## src/rtl/ram64_arbiter.sv

```systemverilog
// Two-requester arbiter/sequencer for the 64x16 gate-level RAM.
// Port A (fetch) and port B (load/store) share one single-cycle RAM access slot.
module ram64_arbiter #(
  parameter int ADDR_W     = 6,
  parameter int DATA_W     = 16,
  parameter int FIXED_PRIO = 0
) (
  input  logic              CLK,
  input  logic              RST_N,
  input  logic              A_REQ,
  input  logic              A_WE,
  input  logic [ADDR_W-1:0] A_ADDR,
  input  logic [DATA_W-1:0] A_WDATA,
  output logic              A_GNT,
  output logic              A_DONE,
  output logic [DATA_W-1:0] A_RDATA,
  input  logic              B_REQ,
  input  logic              B_WE,
  input  logic [ADDR_W-1:0] B_ADDR,
  input  logic [DATA_W-1:0] B_WDATA,
  output logic              B_GNT,
  output logic              B_DONE,
  output logic [DATA_W-1:0] B_RDATA,
  output logic              MEM_E,
  output logic              MEM_W,
  output logic              MEM_R,
  output logic [ADDR_W-1:0] MEM_ADDR,
  output logic [DATA_W-1:0] MEM_D,
  input  logic [DATA_W-1:0] MEM_OUT
);

  typedef enum logic [1:0] {
    S_IDLE = 2'd0,
    S_ACC  = 2'd1,
    S_DONE = 2'd2
  } state_t;

  localparam logic PORT_A  = 1'b0;
  localparam logic PORT_B  = 1'b1;
  localparam logic FIXED_B = (FIXED_PRIO != 32'sd0);

  state_t              state_q,     state_d;
  logic                rr_last_q,   rr_last_d;
  logic                owner_q,     owner_d;
  logic                cur_we_q,    cur_we_d;
  logic [ADDR_W-1:0]   cur_addr_q,  cur_addr_d;
  logic [DATA_W-1:0]   cur_wdata_q, cur_wdata_d;
  logic                a_gnt_q,     a_gnt_d;
  logic                b_gnt_q,     b_gnt_d;
  logic                a_done_q,    a_done_d;
  logic                b_done_q,    b_done_d;
  logic [DATA_W-1:0]   a_rdata_q,   a_rdata_d;
  logic [DATA_W-1:0]   b_rdata_q,   b_rdata_d;
  logic                mem_e_q,     mem_e_d;
  logic                mem_w_q,     mem_w_d;
  logic                mem_r_q,     mem_r_d;
  logic [ADDR_W-1:0]   mem_addr_q,  mem_addr_d;
  logic [DATA_W-1:0]   mem_d_q,     mem_d_d;

  logic any_req;
  logic win_b;
  logic grant;

  // Winner selection: a lone requester wins; ties go to B or to the port not served last.
  always_comb begin
    any_req = A_REQ | B_REQ;
    if (A_REQ && B_REQ) begin
      win_b = FIXED_B | (rr_last_q == PORT_A);
    end else begin
      win_b = B_REQ;
    end
  end

  // Next-state and registered-output computation for the IDLE/ACC/DONE sequencer.
  always_comb begin
    state_d     = state_q;
    rr_last_d   = rr_last_q;
    owner_d     = owner_q;
    cur_we_d    = cur_we_q;
    cur_addr_d  = cur_addr_q;
    cur_wdata_d = cur_wdata_q;
    a_gnt_d     = 1'b0;
    b_gnt_d     = 1'b0;
    a_done_d    = 1'b0;
    b_done_d    = 1'b0;
    a_rdata_d   = a_rdata_q;
    b_rdata_d   = b_rdata_q;
    mem_e_d     = 1'b0;
    mem_w_d     = 1'b0;
    mem_r_d     = 1'b0;
    mem_addr_d  = '0;
    mem_d_d     = '0;
    grant       = 1'b0;

    case (state_q)
      S_IDLE: begin
        grant = any_req;
      end
      S_ACC: begin
        state_d  = S_DONE;
        a_done_d = (owner_q == PORT_A);
        b_done_d = (owner_q == PORT_B);
        if (!cur_we_q && (owner_q == PORT_A)) begin
          a_rdata_d = MEM_OUT;
        end else begin
          a_rdata_d = a_rdata_q;
        end
        if (!cur_we_q && (owner_q == PORT_B)) begin
          b_rdata_d = MEM_OUT;
        end else begin
          b_rdata_d = b_rdata_q;
        end
      end
      S_DONE: begin
        grant   = any_req;
        state_d = S_IDLE;
      end
      default: begin
        state_d = S_IDLE;
      end
    endcase

    // The payload is copied at grant so later requester changes cannot disturb the access.
    if (grant) begin
      state_d     = S_ACC;
      rr_last_d   = win_b;
      owner_d     = win_b;
      cur_we_d    = win_b ? B_WE    : A_WE;
      cur_addr_d  = win_b ? B_ADDR  : A_ADDR;
      cur_wdata_d = win_b ? B_WDATA : A_WDATA;
      a_gnt_d     = ~win_b;
      b_gnt_d     = win_b;
      mem_e_d     = 1'b1;
      mem_w_d     = cur_we_d;
      mem_r_d     = ~cur_we_d;
      mem_addr_d  = cur_addr_d;
      mem_d_d     = cur_we_d ? cur_wdata_d : '0;
    end else begin
      owner_d     = owner_q;
    end
  end

  // State and output registers with synchronous active-low reset.
  always_ff @(posedge CLK) begin
    if (!RST_N) begin
      state_q     <= S_IDLE;
      rr_last_q   <= PORT_B;
      owner_q     <= PORT_A;
      cur_we_q    <= 1'b0;
      cur_addr_q  <= '0;
      cur_wdata_q <= '0;
      a_gnt_q     <= 1'b0;
      b_gnt_q     <= 1'b0;
      a_done_q    <= 1'b0;
      b_done_q    <= 1'b0;
      a_rdata_q   <= '0;
      b_rdata_q   <= '0;
      mem_e_q     <= 1'b0;
      mem_w_q     <= 1'b0;
      mem_r_q     <= 1'b0;
      mem_addr_q  <= '0;
      mem_d_q     <= '0;
    end else begin
      state_q     <= state_d;
      rr_last_q   <= rr_last_d;
      owner_q     <= owner_d;
      cur_we_q    <= cur_we_d;
      cur_addr_q  <= cur_addr_d;
      cur_wdata_q <= cur_wdata_d;
      a_gnt_q     <= a_gnt_d;
      b_gnt_q     <= b_gnt_d;
      a_done_q    <= a_done_d;
      b_done_q    <= b_done_d;
      a_rdata_q   <= a_rdata_d;
      b_rdata_q   <= b_rdata_d;
      mem_e_q     <= mem_e_d;
      mem_w_q     <= mem_w_d;
      mem_r_q     <= mem_r_d;
      mem_addr_q  <= mem_addr_d;
      mem_d_q     <= mem_d_d;
    end
  end

  // Reset qualifies the write strobe so a write caught in ACC never reaches the cells.
  assign MEM_W    = mem_w_q & RST_N;
  assign MEM_E    = mem_e_q;
  assign MEM_R    = mem_r_q;
  assign MEM_ADDR = mem_addr_q;
  assign MEM_D    = mem_d_q;
  assign A_GNT    = a_gnt_q;
  assign B_GNT    = b_gnt_q;
  assign A_DONE   = a_done_q;
  assign B_DONE   = b_done_q;
  assign A_RDATA  = a_rdata_q;
  assign B_RDATA  = b_rdata_q;

endmodule

```

## config.mk

```make
export PLATFORM = sky130hd
export DESIGN_NAME = ram64_arbiter
export DESIGN_NICKNAME = d
export VERILOG_FILES = /design/src/rtl/ram64_arbiter.sv
export SDC_FILE = /design/constraint.sdc
export NUM_CORES = 1
export LEC_CHECK = 0
export CAP_MARGIN = 20
export CORE_UTILIZATION = 25
export DETAILED_ROUTE_END_ITERATION = 8
export SYNTH_ARGS = -nofsm -noshare
export SYNTH_HDL_FRONTEND = slang
export SYNTH_SLANG_ARGS = --single-unit
```

## constraint.sdc

```tcl
create_clock -name CLK -period 1.3 [get_ports CLK]
set_input_delay 0.26 -clock CLK [delete_from_list [all_inputs] [get_ports CLK]]
set_output_delay 0.26 -clock CLK [all_outputs]
set_load 0.005 [all_outputs]
```

# Word-level counts from Yosys, hierarchy flattened
# Cells that the tools add are included.
# word_totals
mem_bits_rw,0
mem_count,0
regBits,66
romBits,0
wordCells,46
latchBits,0
# op_classes
order_cmp,0
reduce_logical,12
bitwise,7
div,0
addsub,0
n_eq_ne,3
mul,0
muxes,8
n_shift,0
# op_table
operator,count
2-to-1 mux 16 bit,1
AND reduction 2 bit,4
2-to-1 mux 6 bit,1
2-to-1 mux 1 bit,5
NOT 1 bit,5
case mux 2 bit (2 select lines),1
OR reduction 2 bit,2
logical AND 1 bit,3
AND reduction 3 bit,1
"equality test 2 x 1 -> 1 bit, second input constant",1
"equality test 2 bit, second input constant",1
logical NOT 2 bit,1
"inequality test 2 bit, second input constant",1
AND 1 bit,1
logical NOT 1 bit,1
bitwise OR 1 bit,1

# Longest topological paths before layout
# Gate-level depths: netlist of run 1.
# depth
depth_word,4
ltp_mapped,5
depth_no_buf,3

# Worst setup path before layout of run 1
# No wires, ideal clock.
# synth_path
kind,flip-flop to flip-flop
from,reg owner_q
to,reg a_rdata_q[15] (netlist: A_RDATA[15])
arrival_time_ns,1.233
slack_ns,-0.050
setup_ns,0.117
path_buffers,2
path_stages_with_launch,6
cell_sequence,dfxtp_1 -> or4b_1 -> buf_2 -> buf_2 -> nand3_1 -> o21ai_1
# synth_via
elab_chain_cells,3
# synth_lines
item,line,text
"start, declared",44,"logic owner_q, owner_d;"
"start signal, assigned",166,owner_q <= owner_d;
NOT 1 bit,103,if (!cur_we_q && (owner_q == PORT_A)) begin
logical AND 1 bit,103,
AND reduction 2 bit (no source line),n/a,
"end signal, assigned",174,a_rdata_q <= a_rdata_d;
"end, declared",52,"logic [DATA_W-1:0] a_rdata_q, a_rdata_d;"
# No other way between the ends.
# A chain may end at the register's enable or synchronous reset.

# Final worst setup path of run 1
# layout_path
from,reg cur_we_q
to,reg a_rdata_q[0] (netlist: A_RDATA[0])
# layout_via
elab_chain_cells,3
# layout_lines
item,line,text
"start, declared",45,"logic cur_we_q, cur_we_d;"
"start signal, assigned",167,cur_we_q <= cur_we_d;
logical NOT 1 bit,103,
logical AND 1 bit,103,
AND reduction 2 bit (no source line),n/a,
# No other way between the ends.

==> run_summary.xml, run 1 <==
<?xml version="1.0" encoding="UTF-8"?>
<metrics>
  <group name="detailed_routing">
    <metric name="drtPass1Iterations" unit="">4</metric>
    <metric name="drt-vias-per-instance" unit="">4.44</metric>
    <metric name="dr.first_iter.drc_count" unit="">75</metric>
    <metric name="detailroute.via_count" unit="">2138</metric>
    <metric name="routed_wirelength" unit="microns">6840</metric>
    <metric name="wire_per_inst" unit="microns">14.2</metric>
    <metric name="ant_nets" unit="">0</metric>
    <metric name="drt_drc_violations_left" unit="">0</metric>
  </group>
  <group name="clock_network">
    <metric name="cts_hold_buffers" unit="">0</metric>
    <metric name="clockRootBuffer" unit="">sky130_fd_sc_hd__clkbuf_8</metric>
    <metric name="cts-root-to-sink-buffers" unit="">2</metric>
    <metric name="clk_transition_reported_paths" unit="ps">80</metric>
    <metric name="inserted_clock_buffers" unit="">9</metric>
    <metric name="worst_skew_late_latency" unit="ps">340</metric>
    <metric name="clock_sinks" unit="">66</metric>
    <metric name="ctsHtreeMaxLevel" unit="">3</metric>
    <metric name="tritoncts_clock_tree" unit="">built</metric>
  </group>
  <group name="critical_path">
    <metric name="worst-r2r-setup-slack" unit="ps">-50</metric>
    <metric name="timing.critical_path.from_type" unit="">register</metric>
    <metric name="r2r_cells" unit="">4</metric>
    <metric name="critPathArrivalTime" unit="ps">1580</metric>
    <metric name="crit_required" unit="ps">1540</metric>
    <metric name="timing.setup.critical_path_class" unit="">register to register</metric>
    <metric name="end_kind" unit="">register</metric>
    <metric name="crit_fanout" unit="">16</metric>
  </group>
  <group name="power_and_ir_drop">
    <metric name="pwr-share-seq" unit="%">49.6</metric>
    <metric name="leakagePower" unit="nW">1.77</metric>
    <metric name="clock_power_share" unit="%">35.4</metric>
    <metric name="cell_internal_pwr" unit="W">0.00322</metric>
    <metric name="netSwitchingFraction" unit="%">26.1</metric>
    <metric name="combinationalPowerShare" unit="%">15.0</metric>
    <metric name="power-per-cell-area" unit="nW/um^2">1090</metric>
    <metric name="power.ir.vdd_worst" unit="V">0.000456</metric>
    <metric name="total_switching_power" unit="W">0.00113</metric>
  </group>
  <group name="placement">
    <metric name="port_buffers" unit="">126</metric>
    <metric name="placed_cells_incl_taps" unit="">461</metric>
    <metric name="hpwl" unit="microns">4800</metric>
    <metric name="globalplace.congestion" unit="">0.714</metric>
  </group>
  <group name="yosys">
    <metric name="number_of_enable_flip_flop_cells_after_synthesis" unit="">0</metric>
    <metric name="synthDistinctLibCells" unit="">27</metric>
    <metric name="postSynthRegisterBits" unit="">66</metric>
    <metric name="synth_top_cell_by_area" unit="">sky130_fd_sc_hd__dfxtp_1</metric>
    <metric name="syn-instance-count" unit="">233</metric>
    <metric name="synth_top_flop_cell" unit="">sky130_fd_sc_hd__dfxtp_1</metric>
    <metric name="seq_total_area_yosys" unit="%">58.4</metric>
    <metric name="avgSynthCellArea" unit="sq um">9.70</metric>
    <metric name="syn_nets" unit="">299</metric>
    <metric name="synth.yosys.warnings" unit="">0</metric>
    <metric name="syn-cell-area" unit="sq um">2260</metric>
    <metric name="yosys.cell_count.top_type" unit="">sky130_fd_sc_hd__dfxtp_1</metric>
    <metric name="synth.top_cell.area_share" unit="%">58.4</metric>
    <metric name="async_flop_share" unit="%">0</metric>
    <metric name="yosys-top-cells-area" unit="">sky130_fd_sc_hd__dfxtp_1 (58%), sky130_fd_sc_hd__a22o_1 (8.5%), sky130_fd_sc_hd__nand3_1 (7.1%), sky130_fd_sc_hd__nand2_1 (5.6%), sky130_fd_sc_hd__o21ai_0 (3.8%)</metric>
    <metric name="synth_commonest_cells" unit="">sky130_fd_sc_hd__dfxtp_1 (66), sky130_fd_sc_hd__nand2_1 (34), sky130_fd_sc_hd__nand3_1 (32)</metric>
  </group>
  <group name="global_routing">
    <metric name="grt_start_max_net_pins" unit="">56</metric>
    <metric name="antenna_found_initial" unit="">0</metric>
    <metric name="grt_first_pass_wirelength" unit="microns">10900</metric>
    <metric name="grt_pass1_vias" unit="">2085</metric>
    <metric name="track_usage" unit="%">14.8</metric>
    <metric name="global_route.overflow_total" unit="">0</metric>
  </group>
  <group name="sta">
    <metric name="grt_setup_unrepaired" unit="">yes</metric>
    <metric name="minimum_clock_period" unit="ps">1350</metric>
    <metric name="setup_tns" unit="ps">-384</metric>
    <metric name="final.period_utilization" unit="%">104</metric>
    <metric name="clock_skew" unit="ps">6.22</metric>
    <metric name="fmax" unit="MHz">741</metric>
    <metric name="final_setup_fails" unit="">16</metric>
    <metric name="max-slew-margin-rel" unit="%">77.3</metric>
    <metric name="finalHoldViolations" unit="">0</metric>
    <metric name="worst_pin_slew" unit="ps">341</metric>
    <metric name="setup_slack" unit="ps">-49.0</metric>
    <metric name="slew_viol_final" unit="">0</metric>
  </group>
  <group name="status">
    <metric name="failed_checks" unit="">negative setup slack</metric>
    <metric name="result_of_the_run" unit="">complete, but fails checks</metric>
  </group>
  <group name="die">
    <metric name="die_width" unit="microns">97.1</metric>
    <metric name="std_cell_rows" unit="">34</metric>
    <metric name="initial_core_util" unit="%">25.9</metric>
    <metric name="core-area" unit="sq um">8720</metric>
    <metric name="die_area" unit="sq um">9430</metric>
    <metric name="dieHeight" unit="microns">97.1</metric>
    <metric name="ios" unit="">127</metric>
  </group>
  <group name="cells_and_area">
    <metric name="area_added_between_synthesis_and_finish" unit="%">76.8</metric>
    <metric name="final_layout_size_suffix_gt1_share" unit="%">18.8</metric>
    <metric name="n_antenna_cell" unit="">0</metric>
    <metric name="seq_cell_area" unit="sq um">1340</metric>
    <metric name="layout.filler_cells" unit="">849</metric>
    <metric name="layoutNonFillerInstCount" unit="">481</metric>
    <metric name="multi_input_comb_area" unit="sq um">946</metric>
    <metric name="num-nets-final" unit="">434</metric>
  </group>
  <group name="run">
    <metric name="cap_violations" unit="">0</metric>
  </group>
  <group name="min_path">
    <metric name="whs_path_depth" unit="">3</metric>
    <metric name="worstHoldPathType" unit="">input port to register</metric>
  </group>
</metrics>
stage by stage:
step                      hold WS (ps)  area [sq um]  power [W]  util (%)  setup slack, ps
after floorplan                    385          2350    0.00243         -            -34.5
after global placement             445          3780    0.00287      43.4             -529
after detailed placement           453          3780    0.00288      43.4             -536
after CTS                          384          3980    0.00443      45.6            -53.0
after global routing               286          4000    0.00458      45.8            -86.8
final                              286          4000    0.00436      45.8            -49.0
state kept, by name, summed over array words and instances (netlist names), 2 cells and up:
| signal | count |
|---|---|
| state_q | 2 |
| MEM_ADDR | 6 |
| B_RDATA | 16 |
| A_RDATA | 16 |
| MEM_D | 16 |
layer usage:
layer	up-vias	track usage, %	part of all wire [%]
met2	70	23.2	46
met1	972	18.9	46
met5	-	0	0
met4	0	6.54	1.2
li1	1091	-	-
met3	5	4.32	6.5
path summary, 6_finish.rpt:
path	from	end
min reg2reg	B_RDATA[10]	B_RDATA[10]
max	cur_we_q	A_RDATA[0]
max reg2reg	cur_we_q	A_RDATA[0]
min	B_REQ	rr_last_q
cell families (layout without fill, tap and decap cells):
| kind of cell | Yosys count | in the layout | synth area share [%] |
|---|---|---|---|
| AOI/OAI and AO/OA | 60 | 60 | 17.5 |
| buffers and inverters | 21 | 161 | 4.59 |
| DFF | 66 | 66 | 58.4 |
| muxes | 1 | 1 | 0.443 |
| and+or+nand+nor | 85 | 85 | 19.0 |
placed cells by master, fill, tap and decap left out, types with 4 or more instances in the layout:
| cell type | Yosys | layout |
|---|---|---|
| sky130_fd_sc_hd__clkdlybuf4s50_1 | 0 | 62 |
| sky130_fd_sc_hd__dlygate4sd2_1 | 0 | 60 |
| sky130_fd_sc_hd__dfxtp_1 | 66 | 55 |
| sky130_fd_sc_hd__nand2_1 | 34 | 34 |
| sky130_fd_sc_hd__a22o_1 | 22 | 22 |
| sky130_fd_sc_hd__nand3_1 | 32 | 17 |
| sky130_fd_sc_hd__o21ai_0 | 17 | 17 |
| sky130_fd_sc_hd__nand3_2 | 0 | 15 |
| sky130_fd_sc_hd__o21ai_1 | 16 | 15 |
| sky130_fd_sc_hd__buf_4 | 1 | 11 |
| sky130_fd_sc_hd__dfxtp_2 | 0 | 10 |
| sky130_fd_sc_hd__clkbuf_8 | 0 | 9 |
| sky130_fd_sc_hd__and2_1 | 5 | 5 |
| sky130_fd_sc_hd__nor2b_1 | 6 | 5 |
| sky130_fd_sc_hd__buf_12 | 0 | 4 |
worst max-delay path: stages (launching register included):
cell                      delay, ps
sky130_fd_sc_hd__dfxtp_2        320
sky130_fd_sc_hd__or4b_4         590
sky130_fd_sc_hd__buf_12         190
sky130_fd_sc_hd__nand3_1         80
sky130_fd_sc_hd__o21ai_1         60
timing repair:
| action | in CTS | in global routing |
|---|---|---|
| resized for setup | 83 | 7 |
| pin swaps | 2 | 2 |
| buffers inserted | 2 | 0 |
| setup endpoints to repair | 93 | 39 |
| gates cloned | 2 | 0 |
power groups by stage:
| stage | clock network (W) | registers [W] | logic (W) |
|---|---|---|---|
| final | 0.00154 | 0.00216 | 0.000652 |
| after global routing | 0.00170 | 0.00217 | 0.000705 |
| after CTS | 0.00161 | 0.00216 | 0.000657 |
| after detailed placement | 0 | 0.00221 | 0.000667 |
| after global placement | 0 | 0.00221 | 0.000664 |
| after floorplan | 0 | 0.00222 | 0.000217 |
cell type report:
class	instances	area share, %
clock buffer	9	3.10
clock inverter	7	1.35
inverter	1	0.0939
multi-input combinational	146	23.7
sequential	66	33.5
tap	108	3.38
timing repair buffer	144	34.9
Power figures use the tool's default switching activity.
==> run 2, diff against run 1 <==
CORE_UTILIZATION = 30   (was 25)
PLACE_DENSITY = 0.68   (was not set)
==> run 2 against run 1 <==
Net effect: the flow still finishes with violations (negative setup slack); sequential power is essentially flat; sequential cell count stayed put; cell count shrank 0.21%; cell area increased by 6.0%; largest power group unchanged; highest routed layer unchanged.
==> run_summary.xml, run 2 (same netlist as run 1, synthesis figures left out) <==
<?xml version="1.0" encoding="UTF-8"?>
<metrics>
  <group name="cells_and_area">
    <metric name="n_antenna_cell" unit="">0</metric>
    <metric name="area_added_between_synthesis_and_finish" unit="%">87.4</metric>
    <metric name="final_area" unit="sq um">4240</metric>
    <metric name="layout.filler_cells" unit="">661</metric>
    <metric name="num-nets-final" unit="">442</metric>
    <metric name="mostFrequentLayoutCells" unit="">sky130_fd_sc_hd__clkdlybuf4s50_1 (64), sky130_fd_sc_hd__dlygate4sd2_1 (60), sky130_fd_sc_hd__dfxtp_1 (54), sky130_fd_sc_hd__nand2_1 (34), sky130_fd_sc_hd__o21ai_1 (30)</metric>
    <metric name="layoutNonFillerInstCount" unit="">480</metric>
    <metric name="final_layout_size_suffix_gt1_share" unit="%">23.6</metric>
    <metric name="commonest_non_fill_non_tap_cell_in_the_layout" unit="">sky130_fd_sc_hd__clkdlybuf4s50_1</metric>
  </group>
  <group name="critical_path">
    <metric name="timing.critical_path.from_type" unit="">register</metric>
    <metric name="reg2reg_from" unit="">state_q[0]</metric>
    <metric name="crit_required" unit="ps">1530</metric>
    <metric name="timing.setup.critical_path_class" unit="">register to register</metric>
    <metric name="crit-reg2reg-capture" unit="">A_RDATA[8]</metric>
    <metric name="worstPathBufferInverterCount" unit="">2</metric>
    <metric name="end_kind" unit="">register</metric>
    <metric name="worst-r2r-setup-slack" unit="ps">-100</metric>
    <metric name="cp_top_family" unit="">simple AND/OR/NAND/NOR gates</metric>
    <metric name="r2r_cells" unit="">5</metric>
    <metric name="critPathArrivalTime" unit="ps">1630</metric>
    <metric name="worstPathCellList" unit="">buf_6 -&gt; or4b_4 -&gt; buf_12 -&gt; nand3_2 -&gt; o21ai_2</metric>
    <metric name="slowest_delay" unit="ps">560</metric>
    <metric name="crit_fanout" unit="">7</metric>
    <metric name="cpMaxStageDelayCell" unit="">sky130_fd_sc_hd__or4b_4</metric>
  </group>
  <group name="power_and_ir_drop">
    <metric name="design_power_total" unit="W">0.00496</metric>
    <metric name="leakagePower" unit="nW">1.88</metric>
    <metric name="power.ir.vdd_worst" unit="V">0.000571</metric>
    <metric name="power-per-cell-area" unit="nW/um^2">1170</metric>
  </group>
  <group name="clock_network">
    <metric name="tritoncts_clock_tree" unit="">built</metric>
    <metric name="worst_skew_late_latency" unit="ps">340</metric>
    <metric name="clk_transition_reported_paths" unit="ps">70</metric>
    <metric name="clockRootBuffer" unit="">sky130_fd_sc_hd__clkbuf_8</metric>
    <metric name="clock_sinks" unit="">66</metric>
    <metric name="cts-root-to-sink-buffers" unit="">2</metric>
    <metric name="ctsHtreeMaxLevel" unit="">3</metric>
    <metric name="inserted_clock_buffers" unit="">9</metric>
  </group>
  <group name="global_routing">
    <metric name="track_usage" unit="%">16.8</metric>
    <metric name="grt_pass1_vias" unit="">1922</metric>
    <metric name="grt_start_max_net_pins" unit="">43</metric>
    <metric name="global_route.overflow_total" unit="">0</metric>
    <metric name="antenna_found_initial" unit="">0</metric>
    <metric name="grt_first_pass_wirelength" unit="microns">9740</metric>
  </group>
  <group name="sta">
    <metric name="max-slew-margin-rel" unit="%">77.0</metric>
    <metric name="clock_skew" unit="ps">9.80</metric>
    <metric name="setup_slack" unit="ps">-101</metric>
    <metric name="worst_pin_slew" unit="ps">344</metric>
    <metric name="slew_viol_final" unit="">0</metric>
    <metric name="minimum_clock_period" unit="ps">1400</metric>
    <metric name="finalHoldViolations" unit="">0</metric>
    <metric name="holdWs" unit="ps">309</metric>
    <metric name="final_setup_fails" unit="">32</metric>
    <metric name="grt_setup_unrepaired" unit="">yes</metric>
    <metric name="final.period_utilization" unit="%">108</metric>
    <metric name="fmax" unit="MHz">714</metric>
  </group>
  <group name="placement">
    <metric name="globalplace.congestion" unit="">0.744</metric>
    <metric name="hpwl" unit="microns">4600</metric>
    <metric name="placed_cells_incl_taps" unit="">455</metric>
    <metric name="port_buffers" unit="">126</metric>
    <metric name="dpl_cell_area" unit="sq um">3800</metric>
    <metric name="place_worst_setup_slack" unit="ps">-464</metric>
  </group>
  <group name="status">
    <metric name="result_of_the_run" unit="">complete, but fails checks</metric>
    <metric name="failed_checks" unit="">negative setup slack</metric>
  </group>
  <group name="detailed_routing">
    <metric name="detailroute.via_count" unit="">2223</metric>
    <metric name="dr.first_iter.drc_count" unit="">68</metric>
    <metric name="drt_drc_violations_left" unit="">0</metric>
    <metric name="drtPass1Iterations" unit="">4</metric>
    <metric name="drt-vias-per-instance" unit="">4.63</metric>
    <metric name="wire_per_inst" unit="microns">14.6</metric>
    <metric name="routed_wirelength" unit="microns">7010</metric>
    <metric name="ant_nets" unit="">0</metric>
  </group>
  <group name="run">
    <metric name="cap_violations" unit="">0</metric>
  </group>
  <group name="die">
    <metric name="core-area" unit="sq um">7250</metric>
    <metric name="std_cell_rows" unit="">31</metric>
    <metric name="initial_core_util" unit="%">31.2</metric>
    <metric name="die_width" unit="microns">88.8</metric>
    <metric name="die_area" unit="sq um">7890</metric>
    <metric name="dieHeight" unit="microns">88.8</metric>
    <metric name="ios" unit="">127</metric>
  </group>
  <group name="min_path">
    <metric name="worstHoldPathType" unit="">input port to register</metric>
    <metric name="worst_hold_startpoint" unit="">RST_N</metric>
    <metric name="whs_path_depth" unit="">3</metric>
    <metric name="worstHoldEndpoint" unit="">rr_last_q</metric>
  </group>
</metrics>
## run 2: cell types whose count changed in the layout (fill, tap and decap cells not counted), sizes merged
cell           previous run  this run
buf                      19        25
bufinv                    0         3
clkbuf                    9        11
clkdlybuf4s15             2         1
clkdlybuf4s50            62        64
clkinv                    3         2
clkinvlp                  3         1
dlymetal6s2s              1         0
## run 2: where the power goes
group / switching [W] / internal (W)
logic: 0.000272 / 0.000450
clock network: 0.000806 / 0.00127
registers: 0.0000422 / 0.00212
## run 2: worst min-delay path: stages
cell                       delay [ps]
sky130_fd_sc_hd__buf_2            130
sky130_fd_sc_hd__buf_12           130
sky130_fd_sc_hd__o311ai_0          80
## run 2: what timing repair did
action                     4_1_cts  5_1_grt
setup endpoints to repair       93       57
hold buffers                     0        0
buffers inserted                 2        1
gates resized for setup         91       32
cloned                           3        3
pin swaps                        4        9
## run 2: worst max path at each step
| stage | start | end | depth (start not counted) |
|---|---|---|---|
| after floorplan | owner_q | A_RDATA[15] | 5 |
| after global placement | B_REQ | MEM_D[7] | 4 |
| after detailed placement | B_REQ | MEM_D[15] | 4 |
| after CTS | state_q[0] | A_RDATA[8] | 5 |
| after global routing | state_q[0] | A_RDATA[2] | 5 |
| final | state_q[0] | A_RDATA[8] | 5 |
## run 2: area by class of cell
| class | instances | area [sq um] | share of cell area, % |
|---|---|---|---|
| Clock buffer | 9 | 124 | 2.92 |
| Clock inverter | 7 | 116 | 2.75 |
| Inverter | 1 | 3.75 | 0.0886 |
| Multi-Input combinational cell | 146 | 1000 | 23.6 |
| Sequential cell | 66 | 1340 | 31.5 |
| Tap cell | 99 | 124 | 2.92 |
| Timing Repair Buffer | 152 | 1530 | 36.1 |
## run 2: metrics by stage
step / util, % / TNS [ps]
6_report: 58.4 / -2190
5_1_grt: 58.4 / -4240
4_1_cts: 56.6 / -2160
3_5_place_dp: 52.3 / -11090
3_3_place_gp: 52.3 / -10820
2_1_floorplan: - / -432
## run 2: per-layer routing
layer	wire length [microns]	global-route usage (%)	part of all wire, %	vias to the layer above
li1	-	-	-	1114
met1	3080	21.6	44	1008
met2	3280	26.4	47	91
met3	530	4.29	7.6	10
met4	111	7.92	1.6	0
met5	0	0	0	-
==> run 3, diff against run 2 <==
--- a/config.mk
+++ b/config.mk
@@ -9,2 +9,3 @@
 export CORE_UTILIZATION = 30
+export CTS_BUF_LIST = sky130_fd_sc_hd__clkbuf_16
 export DETAILED_ROUTE_END_ITERATION = 8
==> constraint.sdc (replaced) <==
create_clock -name CLK -period 1.3 [get_ports CLK]
set_input_delay 0.325 -clock CLK [delete_from_list [all_inputs] [get_ports CLK]]
set_output_delay 0.325 -clock CLK [all_outputs]
set_load 0.005 [all_outputs]
==> run 3 against run 2 <==
Net effect: non-clock buffer count is 11 lower; cell area shrank 5.4%; maximum frequency increased by 5.1%; the flow still finishes with violations (negative setup slack); largest cell class unchanged; critical path type unchanged.
==> run_summary.xml, run 3 (same netlist as run 1, synthesis figures left out) <==
<?xml version="1.0" encoding="UTF-8"?>
<metrics>
  <group name="detailed_routing">
    <metric name="dr.first_iter.drc_count" unit="">40</metric>
    <metric name="ant_nets" unit="">0</metric>
    <metric name="drt-vias-per-instance" unit="">4.56</metric>
    <metric name="detailroute.via_count" unit="">2138</metric>
    <metric name="routed_wirelength" unit="microns">6650</metric>
    <metric name="drtPass1Iterations" unit="">4</metric>
    <metric name="drt_drc_violations_left" unit="">0</metric>
    <metric name="wire_per_inst" unit="microns">14.2</metric>
  </group>
  <group name="sta">
    <metric name="setup_tns" unit="ps">-412</metric>
    <metric name="fmax" unit="MHz">750</metric>
    <metric name="minimum_clock_period" unit="ps">1330</metric>
    <metric name="clock_skew" unit="ps">5.12</metric>
    <metric name="worst_pin_slew" unit="ps">424</metric>
    <metric name="grt_setup_unrepaired" unit="">yes</metric>
    <metric name="finalHoldViolations" unit="">0</metric>
    <metric name="max-slew-margin-rel" unit="%">71.6</metric>
    <metric name="setup_slack" unit="ps">-32.6</metric>
    <metric name="slew_viol_final" unit="">0</metric>
    <metric name="final.period_utilization" unit="%">103</metric>
    <metric name="final_setup_fails" unit="">16</metric>
  </group>
  <group name="critical_path">
    <metric name="timing.setup.critical_path_class" unit="">register to register</metric>
    <metric name="crit_required" unit="ps">1520</metric>
    <metric name="crit_fanout" unit="">16</metric>
    <metric name="timing.critical_path.from_type" unit="">register</metric>
    <metric name="end_kind" unit="">register</metric>
    <metric name="reg2reg_from" unit="">cur_we_q</metric>
    <metric name="cp-startpoint" unit="">cur_we_q</metric>
    <metric name="critPathArrivalTime" unit="ps">1550</metric>
  </group>
  <group name="die">
    <metric name="core-area" unit="sq um">7250</metric>
    <metric name="initial_core_util" unit="%">31.2</metric>
    <metric name="die_width" unit="microns">88.8</metric>
    <metric name="die_area" unit="sq um">7890</metric>
    <metric name="std_cell_rows" unit="">31</metric>
    <metric name="ios" unit="">127</metric>
    <metric name="dieHeight" unit="microns">88.8</metric>
  </group>
  <group name="global_routing">
    <metric name="grt_first_pass_wirelength" unit="microns">9690</metric>
    <metric name="antenna_found_initial" unit="">0</metric>
    <metric name="track_usage" unit="%">16.7</metric>
    <metric name="grt_start_max_net_pins" unit="">54</metric>
    <metric name="grt_pass1_vias" unit="">1979</metric>
    <metric name="global_route.overflow_total" unit="">0</metric>
  </group>
  <group name="power_and_ir_drop">
    <metric name="leakagePower" unit="nW">1.81</metric>
    <metric name="power.ir.vdd_worst" unit="V">0.000659</metric>
    <metric name="power-per-cell-area" unit="nW/um^2">1330</metric>
  </group>
  <group name="clock_network">
    <metric name="clock_sinks" unit="">66</metric>
    <metric name="clk_transition_reported_paths" unit="ps">50</metric>
    <metric name="inserted_clock_buffers" unit="">9</metric>
    <metric name="clockRootBuffer" unit="">sky130_fd_sc_hd__clkbuf_16</metric>
    <metric name="worst_skew_late_latency" unit="ps">330</metric>
    <metric name="cts-root-to-sink-buffers" unit="">2</metric>
    <metric name="ctsHtreeMaxLevel" unit="">3</metric>
    <metric name="tritoncts_clock_tree" unit="">built</metric>
  </group>
  <group name="status">
    <metric name="result_of_the_run" unit="">complete, but fails checks</metric>
    <metric name="failed_checks" unit="">negative setup slack</metric>
  </group>
  <group name="placement">
    <metric name="hpwl" unit="microns">4730</metric>
    <metric name="place_worst_setup_slack" unit="ps">-623</metric>
    <metric name="port_buffers" unit="">126</metric>
    <metric name="globalplace.congestion" unit="">0.697</metric>
  </group>
  <group name="cells_and_area">
    <metric name="num-nets-final" unit="">431</metric>
    <metric name="final_layout_size_suffix_gt1_share" unit="%">12.7</metric>
    <metric name="area_added_between_synthesis_and_finish" unit="%">77.3</metric>
    <metric name="final_util" unit="%">55.3</metric>
    <metric name="n_antenna_cell" unit="">0</metric>
    <metric name="mostFrequentLayoutCells" unit="">sky130_fd_sc_hd__dfxtp_1 (62), sky130_fd_sc_hd__clkdlybuf4s50_1 (62), sky130_fd_sc_hd__dlygate4sd2_1 (62), sky130_fd_sc_hd__nand2_1 (34), sky130_fd_sc_hd__nand3_1 (30)</metric>
  </group>
  <group name="min_path">
    <metric name="worst_hold_startpoint" unit="">A_RDATA[7]</metric>
    <metric name="worstHoldPathType" unit="">register to register</metric>
  </group>
  <group name="run">
    <metric name="cap_violations" unit="">0</metric>
  </group>
</metrics>
run 3: timing repair:
item,4_1_cts,5_1_grt
setup endpoints to repair,101,19
pin swaps,2,0
hold buffers,0,0
resized for setup,80,3
setup buffers,0,0
cloned,2,0
run 3: path summary, 6_finish.rpt:
| kind | endpoint | slack [ps] | cells after the start |
|---|---|---|---|
| worst max-delay path | A_RDATA[2] | -30 | 4 |
| worst min-delay path | A_RDATA[7] | 450 | 2 |
| worst max register to register | A_RDATA[2] | -30 | 4 |
| worst min register to register | A_RDATA[7] | 450 | 2 |
run 3: critical path: stages, from the launching register on:
cell and delay [ps]:
sky130_fd_sc_hd__dfxtp_1 320, sky130_fd_sc_hd__or4b_4 580, sky130_fd_sc_hd__buf_12 180, sky130_fd_sc_hd__nand3_1 80
sky130_fd_sc_hd__o21ai_1 60
run 3: routing by layer:
layer | vias up | routed length (microns) | global-route usage, %
met5 | - | 0 | 0
met4 | 0 | 180 | 10.4
met3 | 15 | 514 | 4.29
met2 | 92 | 3030 | 27.1
met1 | 949 | 2920 | 19.6
li1 | 1082 | - | -
run 3: layout make-up:
type                    instances  area (sq um)
fillers                       672          3240
repair buffers                141          1350
flip-flops and latches         66          1330
multi-input cells             146           882
clock buffers                   9           225
well taps                      99           124
clock inverters                 7          93.8
inverters                       1          3.75
run 3: report_power, final:
part | internal [W] | switching, W
clock network | 0.00167 | 0.000871
registers | 0.00212 | 0.0000414
logic | 0.000384 | 0.000238
run 3: stage by stage:
stage | hold slack [ps] | total power (W) | instances | area, sq um
2_1_floorplan | 409 | 0.00241 | 233 | 2280
3_3_place_gp | 444 | 0.00284 | 451 | 3690
3_5_place_dp | 452 | 0.00285 | 451 | 3690
4_1_cts | 457 | 0.00539 | 469 | 4010
5_1_grt | 468 | 0.00552 | 469 | 4010
6_report | 452 | 0.00533 | 469 | 4010
